`src/rtl/ads131_spi_pkg.sv`:
```
// Shared types and constants for the ADS131A0x SPI frame master.
// Latency: n/a (declarations only).
// Backpressure: n/a.
package ads131_spi_pkg;

  typedef enum logic [2:0] {
    ST_IDLE,
    ST_RST_LOW,
    ST_RST_WAIT,
    ST_CS_SETUP,
    ST_SHIFT,
    ST_CS_HOLD,
    ST_CS_GAP
  } state_e;

  // ADS131A0x command words (upper 16 bits of the first SPI word)
  localparam logic [15:0] CMD_NULL   = 16'h0000;
  localparam logic [15:0] CMD_RESET  = 16'h0011;
  localparam logic [15:0] CMD_UNLOCK = 16'h0655;
  localparam logic [15:0] CMD_WAKEUP = 16'h0033;

  // Default timing at a 50 MHz system clock
  localparam int DEF_CLK_DIV      = 6;
  localparam int DEF_WORD_BITS    = 24;
  localparam int DEF_NUM_WORDS    = 5;
  localparam int DEF_RST_LOW_CYC  = 250000;
  localparam int DEF_RST_WAIT_CYC = 1000000;

  function automatic int max3(input int a, input int b, input int c);
    int m;
    m = (a > b) ? a : b;
    return (m > c) ? m : c;
  endfunction

endpackage

```
`src/rtl/spi_tick_gen.sv`:
```
// SCLK half-period enable: one-cycle tick every CLK_DIV cycles while enabled.
// Latency: first tick CLK_DIV cycles after en_i rises (count starts at 0).
// Backpressure: none; counter is held at zero whenever en_i is low.
module spi_tick_gen #(
  parameter int CLK_DIV = 6
) (
  input  logic clk_i,
  input  logic rst_i,
  input  logic en_i,
  output logic tick_o
);

  localparam int CW = $clog2(CLK_DIV);

  logic [CW-1:0] cnt_q, cnt_d;

  assign tick_o = en_i && (cnt_q == CW'(CLK_DIV - 1));

  // Next count: wrap on tick, hold cleared while disabled
  always_comb begin
    cnt_d = cnt_q;
    if (!en_i || tick_o) begin
      cnt_d = '0;
    end else begin
      cnt_d = cnt_q + CW'(1);
    end
  end

  // Counter register
  always_ff @(posedge clk_i) begin
    if (rst_i) begin
      cnt_q <= '0;
    end else begin
      cnt_q <= cnt_d;
    end
  end

endmodule

```
`src/rtl/ads131_spi_frame_master.sv`:
```
// ADS131A0x SPI engine: RESET-pin power-up sequence and multi-word mode-1 SPI frames.
// Latency: request to frame_done = 1 + 2*CLK_DIV + 2*CLK_DIV*WORD_BITS*NUM_WORDS cycles.
// Backpressure: none; requests arriving while busy are dropped. Option: ADS131_DRDY_SYNC_EN.
module ads131_spi_frame_master
  import ads131_spi_pkg::*;
#(
  parameter int CLK_DIV      = DEF_CLK_DIV,
  parameter int WORD_BITS    = DEF_WORD_BITS,
  parameter int NUM_WORDS    = DEF_NUM_WORDS,
  parameter int RST_LOW_CYC  = DEF_RST_LOW_CYC,
  parameter int RST_WAIT_CYC = DEF_RST_WAIT_CYC
) (
  input  logic                                                 system_clock,
  input  logic                                                 reset,
  input  logic                                                 init_req,
  input  logic                                                 xfer_req,
  input  logic [WORD_BITS-1:0]                                 tx_word,
  output logic                                                 tx_load,
  output logic [(NUM_WORDS > 1 ? $clog2(NUM_WORDS) : 1)-1:0]   tx_index,
  output logic [WORD_BITS-1:0]                                 rx_word,
  output logic                                                 rx_valid,
  output logic [(NUM_WORDS > 1 ? $clog2(NUM_WORDS) : 1)-1:0]   rx_index,
  output logic                                                 busy,
  output logic                                                 init_done,
  output logic                                                 frame_done,
  output logic                                                 SPI_SCLK,
  output logic                                                 SPI_MOSI,
  input  logic                                                 SPI_MISO,
  output logic                                                 SPI_CS,
`ifdef ADS131_DRDY_SYNC_EN
  input  logic                                                 adc_drdy_n,
`endif
  output logic                                                 SPI_RESET
);

  localparam int IDXW = (NUM_WORDS > 1) ? $clog2(NUM_WORDS) : 1;
  localparam int BITW = $clog2(WORD_BITS);
  localparam int WCW  = $clog2(NUM_WORDS + 1);
  localparam int CYCW = $clog2(max3(RST_LOW_CYC, RST_WAIT_CYC, CLK_DIV) + 1);

  state_e                state_q, state_d;
  logic [CYCW-1:0]       cyc_cnt_q, cyc_cnt_d;
  logic [BITW-1:0]       bit_cnt_q, bit_cnt_d;
  logic [WCW-1:0]        word_cnt_q, word_cnt_d;
  logic [WORD_BITS-1:0]  tx_sr_q, tx_sr_d;
  logic [WORD_BITS-2:0]  rx_sr_q, rx_sr_d;
  logic [WORD_BITS-1:0]  rx_word_q, rx_word_d;
  logic [IDXW-1:0]       rx_index_q, rx_index_d;
  logic [IDXW-1:0]       tx_index_q, tx_index_d;
  logic                  rx_valid_q, rx_valid_d;
  logic                  tx_load_q, tx_load_d;
  logic                  frame_done_q, frame_done_d;
  logic                  init_done_q, init_done_d;
  logic                  sclk_q, sclk_d;
  logic                  mosi_q, mosi_d;
  logic                  cs_q, cs_d;
  logic                  rst_n_q, rst_n_d;
  logic                  load_now;
  logic                  start_req;
  logic                  tick;
  logic [WORD_BITS-1:0]  rx_full;

`ifdef ADS131_DRDY_SYNC_EN
  logic [1:0] drdy_sync_q;
  logic       drdy_prev_q;
  logic       drdy_fall_q;

  // Two-flop synchroniser plus registered falling-edge detect (request 3 cycles after pin edge)
  always_ff @(posedge system_clock) begin
    if (reset) begin
      drdy_sync_q <= 2'b11;
      drdy_prev_q <= 1'b1;
      drdy_fall_q <= 1'b0;
    end else begin
      drdy_sync_q <= {drdy_sync_q[0], adc_drdy_n};
      drdy_prev_q <= drdy_sync_q[1];
      drdy_fall_q <= drdy_prev_q & ~drdy_sync_q[1];
    end
  end

  assign start_req = xfer_req | drdy_fall_q;
`else
  assign start_req = xfer_req;
`endif

  spi_tick_gen #(.CLK_DIV(CLK_DIV)) u_tick (
    .clk_i  (system_clock),
    .rst_i  (reset),
    .en_i   ((state_q == ST_CS_SETUP) || (state_q == ST_SHIFT)),
    .tick_o (tick)
  );

  assign rx_full = {rx_sr_q, SPI_MISO};

  // Next-state and datapath: sequencing of reset pin, CS framing and bit shifting
  always_comb begin
    state_d      = state_q;
    cyc_cnt_d    = cyc_cnt_q;
    bit_cnt_d    = bit_cnt_q;
    word_cnt_d   = word_cnt_q;
    tx_sr_d      = tx_sr_q;
    rx_sr_d      = rx_sr_q;
    rx_word_d    = rx_word_q;
    rx_index_d   = rx_index_q;
    tx_index_d   = tx_index_q;
    init_done_d  = init_done_q;
    sclk_d       = sclk_q;
    mosi_d       = mosi_q;
    cs_d         = cs_q;
    rst_n_d      = rst_n_q;
    rx_valid_d   = 1'b0;
    tx_load_d    = 1'b0;
    frame_done_d = 1'b0;
    load_now     = 1'b0;
    case (state_q)
      ST_IDLE: begin
        if (init_req) begin
          state_d     = ST_RST_LOW;
          init_done_d = 1'b0;
          rst_n_d     = 1'b0;
          cyc_cnt_d   = '0;
        end else if (start_req && init_done_q) begin
          // Word 0 is fetched combinationally in the request cycle
          load_now   = 1'b1;
          tx_sr_d    = tx_word;
          tx_index_d = '0;
          cs_d       = 1'b0;
          bit_cnt_d  = '0;
          word_cnt_d = '0;
          state_d    = ST_CS_SETUP;
        end
      end
      ST_RST_LOW: begin
        if (cyc_cnt_q == CYCW'(RST_LOW_CYC - 1)) begin
          state_d   = ST_RST_WAIT;
          rst_n_d   = 1'b1;
          cyc_cnt_d = '0;
        end else begin
          cyc_cnt_d = cyc_cnt_q + CYCW'(1);
        end
      end
      ST_RST_WAIT: begin
        if (cyc_cnt_q == CYCW'(RST_WAIT_CYC - 1)) begin
          state_d     = ST_IDLE;
          init_done_d = 1'b1;
          cyc_cnt_d   = '0;
        end else begin
          cyc_cnt_d = cyc_cnt_q + CYCW'(1);
        end
      end
      ST_CS_SETUP: begin
        if (tick) begin
          state_d = ST_SHIFT;
          sclk_d  = 1'b1;
          mosi_d  = tx_sr_q[WORD_BITS-1];
          tx_sr_d = {tx_sr_q[WORD_BITS-2:0], 1'b0};
        end
      end
      ST_SHIFT: begin
        // Next word arrives one cycle after the previous word's last falling edge,
        // always ahead of the following rising edge since CLK_DIV >= 2
        if (tx_load_q) begin
          tx_sr_d = tx_word;
        end
        if (tick) begin
          if (sclk_q) begin
            sclk_d  = 1'b0;
            rx_sr_d = rx_full[WORD_BITS-2:0];
            if (bit_cnt_q == BITW'(WORD_BITS - 1)) begin
              bit_cnt_d  = '0;
              rx_word_d  = rx_full;
              rx_valid_d = 1'b1;
              rx_index_d = word_cnt_q[IDXW-1:0];
              word_cnt_d = word_cnt_q + WCW'(1);
              if (word_cnt_q != WCW'(NUM_WORDS - 1)) begin
                tx_load_d  = 1'b1;
                tx_index_d = IDXW'(word_cnt_q + WCW'(1));
              end
            end else begin
              bit_cnt_d = bit_cnt_q + BITW'(1);
            end
          end else if (word_cnt_q == WCW'(NUM_WORDS)) begin
            // Trailing low half of the last bit has elapsed
            state_d    = ST_CS_HOLD;
            mosi_d     = 1'b0;
            cyc_cnt_d  = '0;
            tx_index_d = '0;
          end else begin
            sclk_d  = 1'b1;
            mosi_d  = tx_sr_q[WORD_BITS-1];
            tx_sr_d = {tx_sr_q[WORD_BITS-2:0], 1'b0};
          end
        end
      end
      ST_CS_HOLD: begin
        if (cyc_cnt_q == CYCW'(CLK_DIV - 1)) begin
          state_d      = ST_CS_GAP;
          cs_d         = 1'b1;
          frame_done_d = 1'b1;
          cyc_cnt_d    = '0;
        end else begin
          cyc_cnt_d = cyc_cnt_q + CYCW'(1);
        end
      end
      ST_CS_GAP: begin
        if (cyc_cnt_q == CYCW'(CLK_DIV - 1)) begin
          state_d   = ST_IDLE;
          cyc_cnt_d = '0;
        end else begin
          cyc_cnt_d = cyc_cnt_q + CYCW'(1);
        end
      end
      default: begin
        state_d = ST_IDLE;
      end
    endcase
  end

  // State and output registers with synchronous reset to the safe pin levels
  always_ff @(posedge system_clock) begin
    if (reset) begin
      state_q      <= ST_IDLE;
      cyc_cnt_q    <= '0;
      bit_cnt_q    <= '0;
      word_cnt_q   <= '0;
      tx_sr_q      <= '0;
      rx_sr_q      <= '0;
      rx_word_q    <= '0;
      rx_index_q   <= '0;
      tx_index_q   <= '0;
      rx_valid_q   <= 1'b0;
      tx_load_q    <= 1'b0;
      frame_done_q <= 1'b0;
      init_done_q  <= 1'b0;
      sclk_q       <= 1'b0;
      mosi_q       <= 1'b0;
      cs_q         <= 1'b1;
      rst_n_q      <= 1'b1;
    end else begin
      state_q      <= state_d;
      cyc_cnt_q    <= cyc_cnt_d;
      bit_cnt_q    <= bit_cnt_d;
      word_cnt_q   <= word_cnt_d;
      tx_sr_q      <= tx_sr_d;
      rx_sr_q      <= rx_sr_d;
      rx_word_q    <= rx_word_d;
      rx_index_q   <= rx_index_d;
      tx_index_q   <= tx_index_d;
      rx_valid_q   <= rx_valid_d;
      tx_load_q    <= tx_load_d;
      frame_done_q <= frame_done_d;
      init_done_q  <= init_done_d;
      sclk_q       <= sclk_d;
      mosi_q       <= mosi_d;
      cs_q         <= cs_d;
      rst_n_q      <= rst_n_d;
    end
  end

  assign tx_load    = tx_load_q | (load_now & ~reset);
  assign tx_index   = tx_index_q;
  assign rx_word    = rx_word_q;
  assign rx_valid   = rx_valid_q;
  assign rx_index   = rx_index_q;
  assign busy       = (state_q != ST_IDLE);
  assign init_done  = init_done_q;
  assign frame_done = frame_done_q;
  assign SPI_SCLK   = sclk_q;
  assign SPI_MOSI   = mosi_q;
  assign SPI_CS     = cs_q;
  assign SPI_RESET  = rst_n_q;

endmodule

```
`config.mk`:
```
export PLATFORM = sky130hd
export DESIGN_NAME = ads131_spi_frame_master
export DESIGN_NICKNAME = d
export VERILOG_FILES = /design/src/rtl/ads131_spi_pkg.sv /design/src/rtl/spi_tick_gen.sv /design/src/rtl/ads131_spi_frame_master.sv
export SDC_FILE = /design/constraint.sdc
export NUM_CORES = 1
export LEC_CHECK = 0
export ABC_AREA = 1
export CAP_MARGIN = 5
export CELL_PAD_IN_SITES_DETAIL_PLACEMENT = 0
export CELL_PAD_IN_SITES_GLOBAL_PLACEMENT = 2
export CORE_AREA = 2 2 162 164
export DETAILED_ROUTE_END_ITERATION = 8
export DIE_AREA = 0 0 164 166
export PLACE_DENSITY = 0.65
export SLEW_MARGIN = 10
export SYNTH_ARGS = -nofsm -noshare
export SYNTH_HDL_FRONTEND = slang
export SYNTH_SLANG_ARGS = --single-unit
```
`constraint.sdc`:
```
create_clock -name system_clock -period 1.8 [get_ports system_clock]
set_input_delay 0.27 -clock system_clock [delete_from_list [all_inputs] [get_ports system_clock]]
set_output_delay 0.27 -clock system_clock [all_outputs]
set_load 0.1 [all_outputs]
```
==> reports/qor.yml <==
outcome: "completed"
hold_violations: 0
cts_made_buffers: 17
io_buffer_count: 67
grt_antenna_before_repair: 0
dieArea_sq_um: 27200
maxCapViolations: 0
netlist.area_leader.share_pct: 39.4
final_common_cell: "nand2_1"
relSlewSlack_pct: 69.7
yosysWarningCount: 0
p_per_area_nw_per_um2: 1160
crit_type: "reg2reg"
dr.pass1.iters: 5
grt_max_degree: 52
fin_tns_setup_ns: 0
dp_hpwl_um: 13400
worst_pin_slew_ns: 0.454
cp_top_family: "simple AND/OR/NAND/NOR gates"
p_leak_nw: 3.64
slowest_delay_ns: 0.36
cts_htree_levels: 4
synth-seq-cells: 119
synth_cell_types: 38
ant_nets: 0
worst_hold_slack_ns: 0.420
clk_latency_ns: 0.42
die_w_um: 164
r2r-end: "tx_sr_q[16]$_SDFFE_PP0P_"
synth-edff-count: 0
final.min_clock_period_ns: 1.75
wl_per_cell_um: 14.2
gr-total-overflow: 0
critPathSlowestCell: "dfxtp_4"
grt_usage_pct: 14.7
drive_gt1_share_pct: 23.7
fp.dieH_um: 166
r2r_slack_ns: 0.05
peakVddDrop_mv: 0.643
required_ns: 2.15
critical_path_arrival_ns: 2.10
gp_congestion: 0.783
syn_inst: 899
via_count: 6162
seq_area_frac_synth_pct: 39.4
ios: 68
grt_pass1_wl_um: 31800
synth_ff_type: "dfxtp_1"
end_kind: "flip-flop"
mostFrequentLayoutCells: "156 x nand2_1, 120 x o21ai_0, 114 x buf_4, 109 x dfxtp_1, 101 x nor2_1"
synth_top_area_cell: "dfxtp_1"
wirelength_um: 19600
coreArea_sq_um: 25600
area_growth_pct: 43.2
hold_class: "in2reg"
async_flop_share_pct: 0
clock-sinks: 119
root_buffer: "clkbuf_16"
reg2reg_depth: 11
initial_utilization_pct: 23.6
rsz0062_at_grt: "yes"
startpoint_type: "flip-flop"
placedCellCount: 1343
finalNonFillerCells: 1388
drc: 0
syn_nets: 936
num_rows: 59
postLayoutCellArea_sq_um: 8650
min_period_over_period_pct: 97.1
cts.path.max_buffers: 2
timing.rr.start: "state_q[0]$_SDFFE_PP0P_"
fin_skew_ns: 0.0118
holdPathStages: 3
cpMostUsedCell: "nor2_4"
holdCritStartpoint: "SPI_MISO"
nNetsFinal: 1077
drt_iter0_drc: 344
avgSynthCellArea_sq_um: 6.72
slew_viol_final: 0
cts_tree: "built"
cp_num_buf_inv: 3
antenna_cells: 0
hold_path_end: "rx_word[0]$_SDFFE_PP0P_"
crit_chain: "nor2_4, buf_6, nand2_4, inv_6, nor2_4, nor2_4, nand2_4, clkbuf_16, a21oi_2, o21ai_1, a21oi_1"
drt-vias-per-instance: 4.44
path_max_fanout: 23
ys_top_cells_by_area: "dfxtp_1 39%, o21ai_0 11%, nand2_1 10%"
clock.fmax_ghz: 0.572
netlist_area_sq_um: 6040
clkTransAtPathRegs_ns: 0.07
postCtsHoldBufs: 0
placed_area_sq_um: 7630
setup-violations-final: 0
grt_pass1_vias: 6012
==> worst register-to-register path, stage by stage (launching register included) <==
cell	delay [ns]
dfxtp_4	0.36
nor2_4	0.15
buf_6	0.14
nand2_4	0.07
inv_6	0.09
nor2_4	0.05
nor2_4	0.16
nand2_4	0.13
clkbuf_16	0.23
a21oi_2	0.13
o21ai_1	0.07
a21oi_1	0.12
==> kinds of logic after synthesis <==
kind of cell,count (synthesis),synth area share [%]
DFF,119,39.4
xor gates and xnor gates,8,1.16
muxes,1,0.186
and+or+nand+nor,358,25.1
AOI/OAI and AO/OA,255,22.4
buffers and inverters,150,10.1
adders and majority gates,8,1.66
==> sequential cells by signal (all words and copies together) (netlist names), 3 cells and up <==
signal / flops
rx_sr_q: 23
word_cnt_q: 3
tx_index: 3
rx_word: 24
u_tick.cnt_q: 3
state_q: 3
bit_cnt_q: 5
rx_index: 3
cyc_cnt_q: 20
tx_sr_q: 24
==> area by class of cell <==
type / instances / area, sq um
well taps: 335 / 419
repair buffers: 164 / 1540
flip-flops and latches: 119 / 2400
multi-input cells: 630 / 3270
fillers: 2826 / 17000
clock inverters: 14 / 173
clock buffers: 18 / 439
inverters: 108 / 414
==> worst max path at each step <==
stage	cells after the start	slack [ns]	end	startpoint
after global routing	11	-0.06	tx_sr_q[16]$_SDFFE_PP0P_	state_q[0]$_SDFFE_PP0P_
after global placement	13	-0.13	cyc_cnt_q[11]$_SDFFE_PP0P_	init_req
after floorplan	7	0.07	tx_sr_q[14]$_SDFFE_PP0P_	init_done$_SDFFE_PP0P_
final	11	0.05	tx_sr_q[16]$_SDFFE_PP0P_	state_q[0]$_SDFFE_PP0P_
after detailed placement	9	-0.17	cyc_cnt_q[15]$_SDFFE_PP0P_	init_req
after CTS	7	-0.03	tx_load	state_q[2]$_SDFFE_PP0P_
==> report_power, final <==
group	switching, mW	internal (mW)	leakage, nW	total (mW)
registers	0.267	2.93	0.968	3.20
clock network	1.44	2.14	0.303	3.59
logic	1.94	1.29	2.37	3.22
total	3.65	6.36	3.64	10.0
==> metal layers <==
metal	GRT usage [%]	up-vias	part of all wire, %
met1	20.9	2829	52
met3	2.57	19	2.6
met4	5.38	0	1.4
li1	-	3233	-
met2	22.2	81	44
met5	0	-	0
==> cell usage after synthesis (2+ instances only) <==
| cell type | instances |
|---|---|
| a211oi_1 | 10 |
| a21oi_1 | 73 |
| a21oi_2 | 10 |
| buf_1 | 4 |
| buf_2 | 9 |
| buf_4 | 2 |
| buf_6 | 3 |
| clkbuf_1 | 23 |
| dfxtp_1 | 119 |
| ha_1 | 8 |
| inv_1 | 104 |
| inv_2 | 3 |
| nand2_1 | 164 |
| nand2_2 | 3 |
| nand3_1 | 53 |
| nand4_1 | 3 |
| nor2_1 | 109 |
| nor2_4 | 6 |
| nor3_1 | 11 |
| nor3b_1 | 2 |
| nor4_1 | 2 |
| o211ai_1 | 2 |
| o21ai_0 | 135 |
| o21ai_1 | 21 |
| xor2_1 | 7 |
==> metrics by stage <==
step	utilization, %	power, mW	setup WS (ns)
2_1_floorplan	-	4.90	0.0741
3_3_place_gp	29.8	6.24	-0.129
3_5_place_dp	29.8	6.22	-0.169
4_1_cts	32.6	10.0	-0.0282
5_1_grt	33.8	10.6	-0.0558
6_report	33.8	10.0	0.0515
==> repair_timing <==
action                                  in CTS  in global routing
pin swaps                                    3                 14
resized for setup                           17                 70
hold endpoints to repair                     0                  0
gates cloned                                 1                  4
setup buffers                                5                  4
endpoints found under the setup margin      33                 81
No activity file was read; power rests on OpenSTA's default activity.
